## src/rtl/alu_pipe.sv

```systemverilog
// alu_pipe: two-stage valid/ready ALU with saturating arithmetic,
// shifts, lane-wise PADDSB, address generation and byte loads.
module alu_pipe #(
  parameter int WIDTH  = 16,
  parameter int LANE_W = 4,
  parameter int IMM_W  = 8,
  parameter int SH_W   = $clog2(WIDTH)
) (
  input  logic             clk,
  input  logic             rst,
  input  logic             in_valid,
  output logic             in_ready,
  input  logic [3:0]       Opcode,
  input  logic [WIDTH-1:0] Reg1,
  input  logic [WIDTH-1:0] Reg2,
  input  logic [IMM_W-1:0] Imm,
  output logic             out_valid,
  input  logic             out_ready,
  output logic [WIDTH-1:0] Output,
  output logic [2:0]       Flag,
  output logic             flag_we
);

  localparam int MSB = WIDTH - 1;
  localparam int NL  = WIDTH / LANE_W;

  localparam logic [3:0] OP_ADD = 4'h0;
  localparam logic [3:0] OP_SUB = 4'h1;
  localparam logic [3:0] OP_XOR = 4'h2;
  localparam logic [3:0] OP_SLL = 4'h4;
  localparam logic [3:0] OP_SRA = 4'h5;
  localparam logic [3:0] OP_ROR = 4'h6;
  localparam logic [3:0] OP_PAD = 4'h7;
  localparam logic [3:0] OP_LW  = 4'h8;
  localparam logic [3:0] OP_SW  = 4'h9;
  localparam logic [3:0] OP_LLB = 4'ha;
  localparam logic [3:0] OP_LHB = 4'hb;

  if (WIDTH < 8 || (WIDTH & (WIDTH - 1)) != 0 ||
      WIDTH % LANE_W != 0 || IMM_W < 8 ||
      IMM_W >= WIDTH || SH_W > 31) begin : g_bad_cfg
    $error("alu_pipe: unsupported parameter set");
  end

  typedef struct packed {
    logic [3:0]       op;
    logic [WIDTH-1:0] a;
    logic [WIDTH-1:0] b;
    logic [IMM_W-1:0] imm;
  } id_ex_t;

  typedef struct packed {
    logic [WIDTH-1:0] res;
    logic             wnv;
    logic             wz;
    logic             n;
    logic             v;
    logic             z;
  } ex_wb_t;

  id_ex_t s1;
  ex_wb_t s2, ex;
  logic   s1_valid, s2_valid, rdy_q;
  logic   s2_free, in_fire, out_fire;
  logic   fn, fv, fz;

  assign s2_free   = !s2_valid || out_ready;
  assign in_ready  = rdy_q && (!s1_valid || s2_free);
  assign in_fire   = in_valid && in_ready;
  assign out_fire  = s2_valid && out_ready;
  assign out_valid = s2_valid;
  assign Output    = s2.res;
  assign Flag      = {fn, fv, fz};
  assign flag_we   = s2_valid && (s2.wnv || s2.wz);

  logic [WIDTH-1:0]   add_sum, sub_dif, sat;
  logic               add_ovf, sub_ovf;
  logic [SH_W-1:0]    sh;
  logic [WIDTH-1:0]   sll_r, sra_r, ror_r;
  logic [2*WIDTH-1:0] ror_x;
  logic [WIDTH-1:0]   agen, off, llb_r, lhb_r, imm_x;
  logic [WIDTH-1:0]   padd;

  assign add_sum = s1.a + s1.b;
  assign sub_dif = s1.a - s1.b;
  assign add_ovf = (s1.a[MSB] == s1.b[MSB]) &&
                   (add_sum[MSB] != s1.a[MSB]);
  assign sub_ovf = (s1.a[MSB] != s1.b[MSB]) &&
                   (sub_dif[MSB] != s1.a[MSB]);
  // overflow direction always follows the sign of Reg1
  assign sat = {s1.a[MSB], {(WIDTH-1){~s1.a[MSB]}}};

  assign sh    = s1.imm[SH_W-1:0];
  assign sll_r = s1.a << sh;
  assign sra_r = $signed(s1.a) >>> sh;
  assign ror_x = {s1.a, s1.a} >> sh;
  assign ror_r = ror_x[WIDTH-1:0];

  assign off   = {{(WIDTH-5){s1.imm[3]}}, s1.imm[3:0], 1'b0};
  assign agen  = {s1.a[MSB:1], 1'b0} + off;
  assign imm_x = {{(WIDTH-IMM_W){1'b0}}, s1.imm};
  assign llb_r = {s1.a[MSB:8], 8'h00} | imm_x;
  assign lhb_r = {s1.imm[7:0], s1.a[MSB-8:0]};

  for (genvar l = 0; l < NL; l++) begin : g_lane
    logic [LANE_W-1:0] la, lb, ls;
    logic              ovf;
    assign la  = s1.a[l*LANE_W +: LANE_W];
    assign lb  = s1.b[l*LANE_W +: LANE_W];
    assign ls  = la + lb;
    assign ovf = (la[LANE_W-1] == lb[LANE_W-1]) &&
                 (ls[LANE_W-1] != la[LANE_W-1]);
    assign padd[l*LANE_W +: LANE_W] = ovf ?
      {la[LANE_W-1], {(LANE_W-1){~la[LANE_W-1]}}} : ls;
  end

  always_comb begin
    ex = '0;
    unique case (1'b1)
      s1.op == OP_ADD: begin
        ex.res = add_ovf ? sat : add_sum;
        ex.v   = add_ovf;
        ex.wnv = 1'b1;
        ex.wz  = 1'b1;
      end
      s1.op == OP_SUB: begin
        ex.res = sub_ovf ? sat : sub_dif;
        ex.v   = sub_ovf;
        ex.wnv = 1'b1;
        ex.wz  = 1'b1;
      end
      s1.op == OP_XOR: begin
        ex.res = s1.a ^ s1.b;
        ex.wz  = 1'b1;
      end
      s1.op == OP_SLL: begin
        ex.res = sll_r;
        ex.wz  = 1'b1;
      end
      s1.op == OP_SRA: begin
        ex.res = sra_r;
        ex.wz  = 1'b1;
      end
      s1.op == OP_ROR: begin
        ex.res = ror_r;
        ex.wz  = 1'b1;
      end
      s1.op == OP_PAD: ex.res = padd;
      s1.op == OP_LW,
      s1.op == OP_SW:  ex.res = agen;
      s1.op == OP_LLB: ex.res = llb_r;
      s1.op == OP_LHB: ex.res = lhb_r;
      default:         ex.res = '0;
    endcase
    ex.n = ex.res[MSB];
    ex.z = (ex.res == '0);
  end

  always_ff @(posedge clk or posedge rst) begin
    if (rst) begin
      rdy_q    <= 1'b0;
      s1_valid <= 1'b0;
      s2_valid <= 1'b0;
      s1       <= '0;
      s2       <= '0;
    end else begin
      rdy_q <= 1'b1;
      if (in_fire) begin
        s1_valid <= 1'b1;
        s1       <= '{op: Opcode, a: Reg1,
                      b: Reg2, imm: Imm};
      end else if (s2_free) begin
        s1_valid <= 1'b0;
      end
      if (s2_free) begin
        s2_valid <= s1_valid;
        if (s1_valid) s2 <= ex;
      end
    end
  end

  // architectural flags commit only on the output handshake
  always_ff @(posedge clk or posedge rst) begin
    if (rst) begin
      fn <= 1'b0;
      fv <= 1'b0;
      fz <= 1'b0;
    end else if (out_fire) begin
      if (s2.wnv) begin
        fn <= s2.n;
        fv <= s2.v;
      end
      if (s2.wz) fz <= s2.z;
    end
  end

endmodule

```

## config.mk

```make
export PLATFORM = sky130hd
export DESIGN_NAME = alu_pipe
export DESIGN_NICKNAME = d
export VERILOG_FILES = /design/src/rtl/alu_pipe.sv
export SDC_FILE = /design/constraint.sdc
export NUM_CORES = 1
export LEC_CHECK = 0
export CELL_PAD_IN_SITES_DETAIL_PLACEMENT = 0
export CELL_PAD_IN_SITES_GLOBAL_PLACEMENT = 1
export CORE_MARGIN = 2
export CORE_UTILIZATION = 30
export CTS_CLUSTER_DIAMETER = 80
export DETAILED_ROUTE_END_ITERATION = 10
export PLACE_DENSITY = 0.61
export SYNTH_ARGS = -nofsm -noshare
export SYNTH_HDL_FRONTEND = slang
export SYNTH_SLANG_ARGS = --single-unit
```

## constraint.sdc

```tcl
create_clock -name clk -period 9.9 [get_ports clk]
set_input_delay 1.98 -clock clk [delete_from_list [all_inputs] [get_ports clk]]
set_output_delay 1.98 -clock clk [all_outputs]
set_load 0.01 [all_outputs]
```

# ---- Yosys cells after proc, flatten, opt, wreduce, memory -nomap -nowiden
# Index checks and enable logic that the tools add are counted.
# Widths: inputs -> output; s select.
dict set report classes {
  addsub 7
  eq_ne 21
  shift 3
  mux 12
  bitwise 6
  n_reduce_logical 24
}
# cell n
set op_table {}
lappend op_table {{$pmux 16 s10} 1}
lappend op_table {{$add 16x16->16} 2}
lappend op_table {{$mux 16} 2}
lappend op_table {{$shr 32x4->16} 1}
lappend op_table {{$add 4x4->4} 4}
lappend op_table {{$eq 4x3->1 const B} 4}
lappend op_table {{$eq 4x4->1 const B} 4}
lappend op_table {{$logic_not 16->1} 1}
lappend op_table {{$mux 4} 4}
lappend op_table {{$or 16x8->16} 1}
lappend op_table {{$shl 16x4->16} 1}
lappend op_table {{$sshr 16x4->16} 1}
lappend op_table {{$sub 16x16->16} 1}
lappend op_table {{$xor 16x16->16} 1}
lappend op_table {{$logic_and 1x1->1} 10}
lappend op_table {{$ne 1x1->1} 7}
lappend op_table {{$reduce_and 2->1} 3}
lappend op_table {{$reduce_or 6->1} 1}
lappend op_table {{$eq 1x1->1} 4}
lappend op_table {{$eq 4x1->1 const B} 1}
lappend op_table {{$eq 4x2->1 const B} 1}
lappend op_table {{$logic_not 4->1} 1}
lappend op_table {{$mux 1} 4}
lappend op_table {{$not 1->1} 4}
lappend op_table {{other kinds (5)} 9}
dict set report word_totals {
  regBits 71
  in_bits 48
  word_cells 89
}

# ---- Depth between registers and ports, before layout
# Gate-level depths: netlist of run 1.
dict set report logic_depth {
  depth_word 6
  ltp_mapped 22
}

# ---- Least setup slack after synthesis of run 1
# OpenSTA, ideal clock, no wires.
dict set report synth_timing {
  path_type {register to register}
  startpoint {register s1, in the netlist g_lane[1].la[2]}
  endpoint {register s2[0] in the netlist's numbering}
  setup_ps 103
  arrival_ps 4589
  required_ps 9797
  slack_ps 5208
  stages_incl_launch_ff 22
  period_less_slack_ps 4692
  cell_sequence {dfrtp_1 > ha_1 > buf_1 > a21oi_1 > nand2_1 > o211ai_1 > a21oi_1 > o2111ai_1 > nand2_1 > a21o_1 > a21oi_1 > fa_1 > and3b_1 > or2_2 > or4_1 > nand3_1 > o211ai_1 > nor3_1 > nand3_1 > nor4_1 > nand3_1 > o41ai_2}
}
dict set report synth_between {
  elab_chain_len 6
}
# element line
set synth_rtl {}
lappend synth_rtl {{start, declared} 61} ;# id_ex_t s1;
lappend synth_rtl {{start signal, assigned} 170} ;# s1 <= '{op: Opcode, a: Reg1,
lappend synth_rtl {{$sub 16x16->16 (tied with other cells)} 85} ;# assign sub_dif = s1.a - s1.b;
lappend synth_rtl {{$ne 1x1->1, on equally long branches} {89, 112, 87}}
lappend synth_rtl {{$logic_and 1x1->1, on equally long branches} {88, 111, 86}}
lappend synth_rtl {{$mux 16 (tied with other cells)} 127} ;# ex.res = sub_ovf ? sat : sub_dif;
lappend synth_rtl {{$pmux 16 s10 (*)} 119} ;# unique case (1'b1)
lappend synth_rtl {{$logic_not 16->1 (*)} 156} ;# ex.z = (ex.res == '0);
lappend synth_rtl {{end signal, assigned} 165} ;# s2 <= '0;
lappend synth_rtl {{end signal, assigned} 177} ;# if (s1_valid) s2 <= ex;
lappend synth_rtl {{end, declared} 62} ;# ex_wb_t s2, ex;
# Mark *: on every way between the ends. The rest lies on a longest branch, timed or not.
# A chain may end at the register's enable or synchronous reset.

# ---- Final worst setup path of run 1
# Ends and elaborated chain as after synthesis.

==> results.json, run 1 <==
{
  "port_buffers": 69,
  "dp_hpwl_um": 25700,
  "track_usage_pct": 24.0,
  "synth_sequential_area_ratio_pct": 21.2,
  "fin_ws_ps": 4330,
  "numCtsBuffers": 9,
  "grt-ovfl-total": 0,
  "antenna_found_initial": 1,
  "clk_pin_slew_ps": 70,
  "nets": 1115,
  "synth_cell_type_count": 82,
  "grt_pass1_wl_um": 51500,
  "cp.required_ps": 10160,
  "cp.arrival_ps": 5830,
  "cts_tree": "built",
  "ys.flop_type": "dfrtp_1",
  "ir_drop_mv": 0.0862,
  "startpoint_type": "register",
  "hp-start": "Output[1]",
  "tns_ps": 0,
  "yosysWarnings": 0,
  "drtPass1Iterations": 7,
  "yosysMostFrequentCell": "nand2_1",
  "wl_per_cell_um": 25.3,
  "r2r_slack_ps": 4330,
  "min_to": "Output[1]",
  "dp_slack_ps": 4420,
  "avgSynthCellArea_um2": 8.21,
  "drc": 0,
  "synthTopCellsByArea": "dfrtp_1 21%, mux2_2 9.7%, ha_1 6.7%, a21oi_1 4.5%, nand2_1 4.0%",
  "vias": 8137,
  "routed_wirelength_um": 34400,
  "syn_nets": 1104,
  "yosys-top-cells-count": "88 x nand2_1, 80 x nor2_1, 74 x a21oi_1",
  "maxSlewViolCount": 0,
  "end_kind": "register",
  "cts.sinks": 70,
  "cts_max_level": 3,
  "die-width_um": 170,
  "syn-cell-area_um2": 8250,
  "r2r_start": "g_lane[1].la[2]",
  "relSlewSlack_pct": 28.3,
  "die_y_um": 170,
  "hp-class": "register to register",
  "status": "completed",
  "period_needed_ps": 5570,
  "grt_max_degree": 71,
  "drive_gt1_share_pct": 13.8,
  "synth_edf_count": 0,
  "ios": 70,
  "final_util_pct": 34.8,
  "p_leak_nw": 3.76,
  "timing.rr.end": "s2[0]",
  "cap_violations": 0,
  "post-cts-setup-buffers": 0,
  "gp_congestion": 1.03,
  "setup_viol": 0,
  "max_freq_ghz": 0.180,
  "drt-initial-drc-count": 712,
  "area_growth_pct": 13.5,
  "via_per_inst": 5.97,
  "cts_resized": 0,
  "die-area_um2": 28900,
  "reg2reg_depth": 20,
  "tightest_slew_ps": 1060,
  "core_um2": 27000,
  "insertion_delay_ps": 370,
  "synthCells": 1005,
  "min_path_cells": 2,
  "ant_nets": 0,
  "finalCritPeriodShare_pct": 56.3,
  "ctsHoldBuffers": 0,
  "clock_path_buffers": 2,
  "ys_seq_elements": 70,
  "powerDensity_nw_per_um2": 230,
  "synthArstFlopShare_pct": 100,
  "cts_root_buf": "clkbuf_16",
  "crit_type": "register to register",
  "grt_pass1_vias": 7904,
  "skew_ps": 22.9,
  "synth_top_area_share_pct": 21.2,
  "fp-row-count": 60,
  "start_util_pct": 30.6,
  "rsz0062_at_grt": "false",
  "synth_top_area_cell": "dfrtp_1",
  "p_total_w": 0.00215,
  "hold_viol": 0,
  "path_max_fanout": 12
}
routing by layer:
metal,up-vias,GRT usage (%),wire length (µm),share of wire (%)
met5,-,0,0,0
met4,0,12.6,1860,5.4
met3,98,4.51,2350,6.8
met2,353,37.2,15300,45
met1,3973,31.9,14900,43
li1,3713,-,-,-
metrics by stage:
stage	instance area [µm²]	instances	hold slack, ps
CTS	9370	1362	493
detailed placement	9080	1346	477
global placement	9080	1346	474
floorplan	8250	1005	444
global route	9370	1362	524
finish	9370	1363	489
state kept, by name, summed over array words and instances (netlist names):
name       count
Output        16
g_lane.la     16
g_lane.lb     16
imm_x          8
s1             4
s2             4
fn             1
fv             1
fz             1
out_valid      1
rdy_q          1
s1_valid       1
critical path: stages, from the launching register on:
cell	delay (ps)
dfrtp_1	690
ha_1	520
a21oi_1	250
nand2_1	90
o211ai_1	260
a21oi_1	110
o2111ai_1	190
nand2_1	140
a21o_1	200
a21oi_1	170
fa_1	510
and3b_1	250
or2_2	400
or4_1	420
nand3_1	100
o211ai_1	90
nor3_1	330
nand3_1	110
nor4_1	210
nand3_1	150
o41ai_2	270
layout by cell type (no fill, tap or decap), drive strengths merged, types with 6 or more instances in the layout:
cell type       n
clkbuf          9
o21a            7
or2             7
o2111ai         6
a21oi          75
nand4          10
clkdlybuf4s50  69
nor3           31
buf            22
o21ai          52
nand2b         21
dfrtp          70
o211ai         18
mux4           13
and2            8
a211oi         16
o31ai           8
nor2b          19
o221ai          7
mux2i          29
xnor2          20
inv            39
mux2           71
nor2           80
a21o           10
ha             44
nor3b           6
fa              7
and3            6
a2111oi         6
o22ai          11
nand2          88
xor2           15
nor4            8
nand3          25
a31oi           9
layout make-up:
class                           count  area, µm²
Clock inverter                      7       61.3
Tap cell                          341        427
Timing Repair Buffer               91        856
Multi-Input combinational cell    807       5900
Antenna cell                        1       2.50
Sequential cell                    70       1750
Inverter                           37        140
Fill cell                        2790      17600
Clock buffer                        9        225
logic make-up (layout without fill, tap and decap cells):
family	after synthesis	in the layout	synth area share, %
other	1	2	0.0454
flip-flops	70	70	21.2
adder cells (fa/ha/maj)	51	51	8.37
multiplexers	113	113	16.8
AO/OA/AOI/OAI	272	272	22.2
buffers and inverters	128	144	7.29
AND/OR/NAND/NOR	335	335	20.4
XOR/XNOR	35	35	3.71
worst max-delay path by stage:
stage | slack, ps | endpoint | from
floorplan | 5210 | s2[0] | g_lane[1].la[2]
global placement | 4520 | s2[0] | g_lane[1].la[2]
detailed placement | 4420 | s2[0] | g_lane[1].la[2]
CTS | 4390 | s2[0] | g_lane[1].la[2]
global route | 4020 | s2[0] | g_lane[1].la[2]
finish | 4330 | s2[0] | g_lane[1].la[2]
power breakdown:
part           internal, W  switching, W  leakage [nW]
sequential        0.000354     0.0000741         0.843
combinational     0.000538      0.000837          2.78
clock             0.000176      0.000172         0.135
total              0.00107       0.00108          3.76
Power figures use the tool's default switching activity.
==> run 2: changes to the inputs <==
==> constraint.sdc (replaced) <==
create_clock -name clk -period 5.76 [get_ports clk]
set_input_delay 1.152 -clock clk [delete_from_list [all_inputs] [get_ports clk]]
set_output_delay 1.152 -clock clk [all_outputs]
set_load 0.01 [all_outputs]
==> results.json, run 2 (synthesis gave the netlist of run 1 again) <==
{
  "period_needed_ps": 5320,
  "cts_root_buf": "clkbuf_16",
  "track_usage_pct": 24.1,
  "fp-row-count": 60,
  "via_per_inst": 5.94,
  "grt-ovfl-total": 0,
  "timing.rr.end": "s2[0]",
  "grt_max_degree": 43,
  "crit_type": "register to register",
  "relSlewSlack_pct": 27.6,
  "max_freq_ghz": 0.188,
  "end_kind": "register",
  "die_y_um": 170,
  "cts_max_level": 3,
  "fin_ws_ps": 439,
  "grt_pass1_wl_um": 51100,
  "drt-initial-drc-count": 889,
  "nets": 1132,
  "powerDensity_nw_per_um2": 393,
  "maxSlewViolCount": 0,
  "die-width_um": 170,
  "p_leak_nw": 3.84,
  "antenna_found_initial": 3,
  "hold_viol": 0,
  "skew_ps": 18.7,
  "tns_ps": 0,
  "final_common_cell": "nand2_1",
  "p_total_w": 0.00373,
  "startpoint_type": "register",
  "port_buffers": 69,
  "vias": 8202,
  "drc": 0,
  "ir_drop_mv": 0.160,
  "insertion_delay_ps": 370,
  "start_util_pct": 30.6,
  "hp-class": "register to register",
  "setup_viol": 0,
  "tightest_slew_ps": 1080,
  "finalCritPeriodShare_pct": 92.4,
  "rsz0062_at_grt": "false",
  "ios": 70,
  "placed_cell_area_um2": 9210,
  "path_max_fanout": 11,
  "cp.required_ps": 6020,
  "grt_pass1_vias": 7840,
  "cts_resized": 0,
  "post-cts-setup-buffers": 0,
  "routed_wirelength_um": 34700,
  "gp_congestion": 0.969,
  "ant_nets": 0,
  "numCtsBuffers": 9,
  "post-route-cell-area_um2": 9500,
  "cp.arrival_ps": 5580,
  "clk_pin_slew_ps": 70,
  "cts_tree": "built",
  "dp_hpwl_um": 26400,
  "drtPass1Iterations": 6,
  "reg2reg_depth": 21,
  "status": "completed",
  "wl_per_cell_um": 25.1,
  "r2r_slack_ps": 440,
  "critPathCapture": "s2[0]",
  "r2r_start": "g_lane[0].lb[2]",
  "cts.sinks": 70,
  "hp-start": "Output[1]",
  "dp_slack_ps": 445,
  "area_growth_pct": 15.1,
  "core_um2": 27000,
  "whs_ps": 495,
  "final_cell_mix": "87 x nand2_1, 80 x nor2_1, 74 x a21oi_1",
  "clock_path_buffers": 2,
  "drive_gt1_share_pct": 15.3,
  "setup.worst_path.start": "g_lane[0].lb[2]",
  "die-area_um2": 28900,
  "ctsHoldBuffers": 0,
  "cap_violations": 0
}
-- run 2: how the worst min path moves through the flow --
stage	cells after the start	slack (ps)	end
after CTS	2	500	Output[8]
after global routing	2	520	Output[8]
after detailed placement	2	490	Output[8]
final	2	490	Output[1]
after global placement	1	480	s2[1]
after floorplan	2	440	s2[0]
-- run 2: per-layer routing --
layer | up-vias | GRT usage, % | routed length (µm)
met5 | - | 0 | 0
met4 | 0 | 9.70 | 1360
met3 | 83 | 4.65 | 2560
met2 | 377 | 37.5 | 15600
met1 | 3988 | 32.8 | 15200
li1 | 3754 | - | -
-- run 2: per-stage QoR --
step                cells  utilization (%)
detailed placement   1363             34.2
global route         1379             35.2
CTS                  1379             35.2
finish               1380             35.3
global placement     1363             34.2
floorplan            1005                -
-- run 2: cell type report --
class | count | area (µm²)
clock buffers | 9 | 225
multi-input cells | 807 | 5910
fillers | 2836 | 17500
clock inverters | 7 | 61.3
repair buffers | 108 | 983
well taps | 341 | 427
diodes | 1 | 2.50
inverters | 37 | 140
flip-flops and latches | 70 | 1750
-- run 2: critical path, stage by stage (launching register included) --
cell       delay (ps)
dfrtp_1           380
inv_1              60
ha_1              410
o211ai_1          230
a21oi_1           130
o211ai_1          340
a21oi_1           120
o2111ai_1         190
nand2_1           120
a21o_1            210
a21oi_1           170
fa_1              510
and3b_1           250
or2_2             410
or4_1             420
nand3_1           100
o211ai_1          100
nor3_2            330
nand3_1           120
nor4_1            200
nand3_1           150
o41ai_2           280
-- run 2: power by group --
group	internal [W]	switching, W
logic	0.000954	0.00144
registers	0.000610	0.000135
clock network	0.000301	0.000292
total	0.00187	0.00187
==> edit 1, RTL diff (flow settings as in run 2) <==
Set the parameter `IMM_W` to 12 (it was 8).
--- a/src/rtl/alu_pipe.sv
+++ b/src/rtl/alu_pipe.sv
@@ -3,7 +3,7 @@
 module alu_pipe #(
   parameter int WIDTH  = 16,
   parameter int LANE_W = 4,
-  parameter int IMM_W  = 8,
+  parameter int IMM_W  = 12,
   parameter int SH_W   = $clog2(WIDTH)
 ) (
   input  logic             clk,
Ports: changed (resized Imm); port bits go from 70 to 74. No check against the original RTL was run, so the function may have changed too.
==> edit 1 against run 2 <==
  * Area after synthesis about the same
  * Critical path type unchanged
  * Largest power group unchanged
  * Final area rose by 0.43%
  * Fmax increased by 1.2%
  * Sequential cell count rose by 4
  * Setup slack better by 0.062 ns
  * Total power about the same
  * Largest cell class unchanged
  * Routed wire length is 2.9% lower
==> edit 1: results (changes against run 2) <==
metric	value	unit	change
p_sw	1.786	mW	-4.4%
antenna_found_initial	0		-3
htree_levels	3		unchanged
ctsResizeCount	0		unchanged
dr.pass1.iters	7		+1
antenna_cells	0		-1
leakage	3.838	nW	about the same
track_usage	0.2360		-0.004601
port_buffers	73		+5.8%
wl	33710	um	-2.9%
pre_cts_ws	0.6853	ns	+0.2398 ns
dr_wl_met3	2862	um	+12%
vdd_drop_max	0.1546	mV	-3.5%
synthesis.nets	1088		-1.4%
wl_met1	14950	um	-1.6%
hpwlAfterDp	25860	um	-2.2%
postCtsHoldBufs	0		unchanged
slew_headroom	0.2843		+0.008667
drive_gt1_frac	0.1461		-0.007101
synth-seq-area-share	0.2244		+0.01219
grt_max_degree	50		+16%
final_nets	1118		-1.2%
vias	8175		-0.33%
slowest_delay	0.59	ns	+0.08 ns
skew	0.01142	ns	-0.007309 ns
path_max_fanout	12		+1
synth_common_cells	nand2_1, o21ai_0, dfrtp_1		
status	finished clean		
grt_pass1_vias	7907		+0.85%
ys_types	77		-6.1%
==> edit 1: final cells by class <==
| type | instances | share of cell area |
|---|---|---|
| well taps | 341 | 0.04472 |
| flip-flops and latches | 74 | 0.1943 |
| clock inverters | 7 | 0.009835 |
| clock buffers | 9 | 0.02360 |
| multi-input cells | 775 | 0.6060 |
| repair buffers | 105 | 0.1018 |
| inverters | 50 | 0.01980 |
==> edit 1: logic make-up (layout without fill, tap and decap cells) <==
kind of cell | Yosys count | count (layout) | share of synthesized area
adder cells (fa/ha/maj) | 51 | 51 | 0.08370
other | 1 | 1 | 0.0004545
buffers and inverters | 136 | 171 | 0.07521
XOR/XNOR | 30 | 30 | 0.03184
AO/OA/AOI/OAI | 281 | 281 | 0.2234
multiplexers | 112 | 112 | 0.1783
AND/OR/NAND/NOR | 300 | 300 | 0.1827
flip-flops | 74 | 74 | 0.2244
==> edit 1: power groups by stage <==
stage | clock, mW | sequential (mW) | combinational, mW
floorplan | 0 | 0.737 | 1.58
global placement | 0 | 0.811 | 2.26
detailed placement | 0 | 0.812 | 2.24
CTS | 0.640 | 0.803 | 2.26
global route | 0.662 | 0.824 | 2.48
finish | 0.625 | 0.804 | 2.31
==> edit 1: through the flow <==
step,utilization,cells,cell area (um2)
5_1_grt,0.3540,1361,9542
3_5_place_dp,0.3422,1345,9223
3_3_place_gp,0.3422,1345,9223
2_1_floorplan,-,985,8252
4_1_cts,0.3540,1361,9542
6_report,0.3540,1361,9542
==> edit 1: final timing paths <==
path | start | to | slack [ns] | cells past startpoint
max | g_lane[1].la[0] | s2[0] | 0.50 | 18
min | Output[6] | Output[6] | 0.48 | 2
max reg2reg | g_lane[1].la[0] | s2[0] | 0.50 | 18
min reg2reg | Output[6] | Output[6] | 0.48 | 2
max in group asynchronous | rst | g_lane[2].la[3] | 3.58 | 3
min in group asynchronous | rst | imm_x[3] | 1.16 | 2
==> edit 1: per-layer routing <==
metal,GRT usage,up-vias
met4,0.09773,0
met3,0.04977,100
li1,-,3702
met5,0,-
met1,0.3267,3959
met2,0.3565,414
==> edit 1: worst max-delay path: cells and delay by family, from the launching register on <==
family | cells | cell delay, ns
adders and majority gates | 2 | 1.11
AOI/OAI and AO/OA | 9 | 2.27
DFF | 1 | 0.55
and+or+nand+nor | 7 | 1.26
==> edit 2, RTL diff (flow settings as in run 2) <==
Made on the original files. Register the outputs `Flag` and `flag_we`, with the module's reset; this adds one clock of latency there. The other outputs are not delayed to match.
--- a/src/rtl/alu_pipe.sv
+++ b/src/rtl/alu_pipe.sv
@@ -70,8 +70,15 @@
   assign out_fire  = s2_valid && out_ready;
   assign out_valid = s2_valid;
   assign Output    = s2.res;
-  assign Flag      = {fn, fv, fz};
-  assign flag_we   = s2_valid && (s2.wnv || s2.wz);
+  always_ff @(posedge clk or posedge rst) begin
+    if (rst) begin
+      Flag    <= '0;
+      flag_we <= '0;
+    end else begin
+      Flag    <= {fn, fv, fz};
+      flag_we <= s2_valid && (s2.wnv || s2.wz);
+    end
+  end
 
   logic [WIDTH-1:0]   add_sum, sub_dif, sat;
   logic               add_ovf, sub_ovf;
Behaviour: not the same (Yosys sat finds a counterexample within 4 cycles, from zero or initial values and one cycle with rst high).
==> edit 2 against run 2 <==
  * Global-route usage is 0.18 points higher
  * Sequential power is 9.4% higher
  * Largest cell class unchanged
  * Final cell count is 1.2% lower
  * Setup slack better by 0.053 ns
  * Final area is 0.42% higher
  * Routed wire length is 0.37% lower
  * Total power is 4.9% higher
  * Sequential share of layout area is 0.97 points higher
  * Area after synthesis is 0.47% lower
  * Sequential cell count is 4 higher
==> edit 2: results (changes against run 2) <==
metric	value	unit	change
status	finished clean		
leakage	3.862	nW	+0.53%
grt_pass1_vias	8012		+2.2%
synth-seq-area-share	0.2254		+0.01319
wl	34580	um	-0.37%
synth_common_cells	nand2_1, a21oi_1, dfrtp_1, o21ai_0, mux2_2		
slew_headroom	0.2381		-0.03750
ys_types	78		-4.9%
hold_path_startpoint	fv		
synthTopCellsByArea	dfrtp_1, mux2_2, ha_1, a21oi_1, mux2i_1		
skew	0.01008	ns	-0.008649 ns
reg2reg_depth	22		+4.8%
track_usage	0.2423		+0.001776
cts_buffers	9		unchanged
grt_max_degree	46		+7.0%
r2r_end	s2[0]		
dr.pass1.iters	5		-1
antenna_cells	0		-1
holdPathStages	0		-2
vias	8154		-0.59%
min_to	Flag[1]		
r2r_setup_slack	0.49	ns	+0.05 ns
yosysWarnings	0		unchanged
antenna_found_initial	0		-3
vdd_drop_max	0.1290	mV	-19%
fillers	2795		-1.4%
port_buffers	69		unchanged
dpl.cell_count	1347		-1.2%
final_nets	1116		-1.4%
syn_area_per_cell	8.324	um2	+1.3%
path_max_fanout	11		unchanged
worstSetupStartpoint	g_lane[0].la[0]		
gp_congestion	0.9788		+1.0%
clk_path_buf_depth	2		unchanged
drtIter0Drc	849		-4.5%
critPathArrivalTime	5.56	ns	-0.02 ns
hpwlAfterDp	26410	um	-0.17%
layout.cells.non_filler	1363		-1.2%
grt_pass1_wl	51810	um	+1.3%
drive_gt1_frac	0.1448		-0.008365
==> edit 2: critical path, cell delays in order, from the launching register on <==
cell and delay (ns):
dfrtp_1 0.57, inv_1 0.09, ha_1 0.24, nor2b_1 0.23
o221a_2 0.28, o2111ai_1 0.17, a21oi_1 0.22, o31a_1 0.17
o21ai_0 0.08, nand2b_1 0.14, a21o_1 0.13, a21oi_1 0.08
fa_1 0.63, and2_1 0.23, o2bb2ai_1 0.12, a32o_1 0.21
a221o_1 0.26, or4_4 0.50, nor3_2 0.17, and4_1 0.20
and3_1 0.15, and4_1 0.17, a32o_2 0.16
==> edit 2: worst max path at each step <==
stage                        to  slack, ns  cells past startpoint
after floorplan           s2[0]       0.94                     22
after global placement    s2[0]       0.66                     21
after detailed placement  s2[0]       0.58                     22
after CTS                 s2[0]       0.54                     22
after global routing      s2[0]       0.05                     22
final                     s2[0]       0.49                     22
==> edit 2: cell type report <==
cell class,instances,area share
Clock inverter,6,0.01443
Inverter,37,0.01469
Timing Repair Buffer,103,0.09915
Sequential cell,74,0.1942
Tap cell,341,0.04472
Multi-Input combinational cell,792,0.6088
Clock buffer,10,0.02400
==> edit 2: report_power, final <==
part | switching [mW] | internal [mW]
Clock | 0.254 | 0.470
Combinational | 1.44 | 0.939
Sequential | 0.167 | 0.647
Total | 1.86 | 2.06
==> edit 2: metrics by stage <==
stage,area [um2],utilization,setup WS [ns],hold slack [ns]
global route,9540,0.3540,0.04802,0.3865
CTS,9540,0.3540,0.5441,0.3799
global placement,9174,0.3404,0.6588,0.3577
finish,9540,0.3540,0.4921,0.3761
floorplan,8215,-,0.9359,0.3486
detailed placement,9174,0.3404,0.5752,0.3653
==> edit 2: layer usage <==
metal  routed length (um)  GRT usage
met5                    0          0
met4                 1587     0.1048
met3                 2473    0.04361
met2                15730     0.3853
met1                14790     0.3227
==> edit 2: cells by family after synthesis <==
kind of cell	synth area share
and+or+nand+nor	0.1867
adders and majority gates	0.08407
AOI/OAI and AO/OA	0.2298
muxes	0.1686
other	0.0004565
DFF	0.2254
xor gates and xnor gates	0.03625
buffers and inverters	0.06869
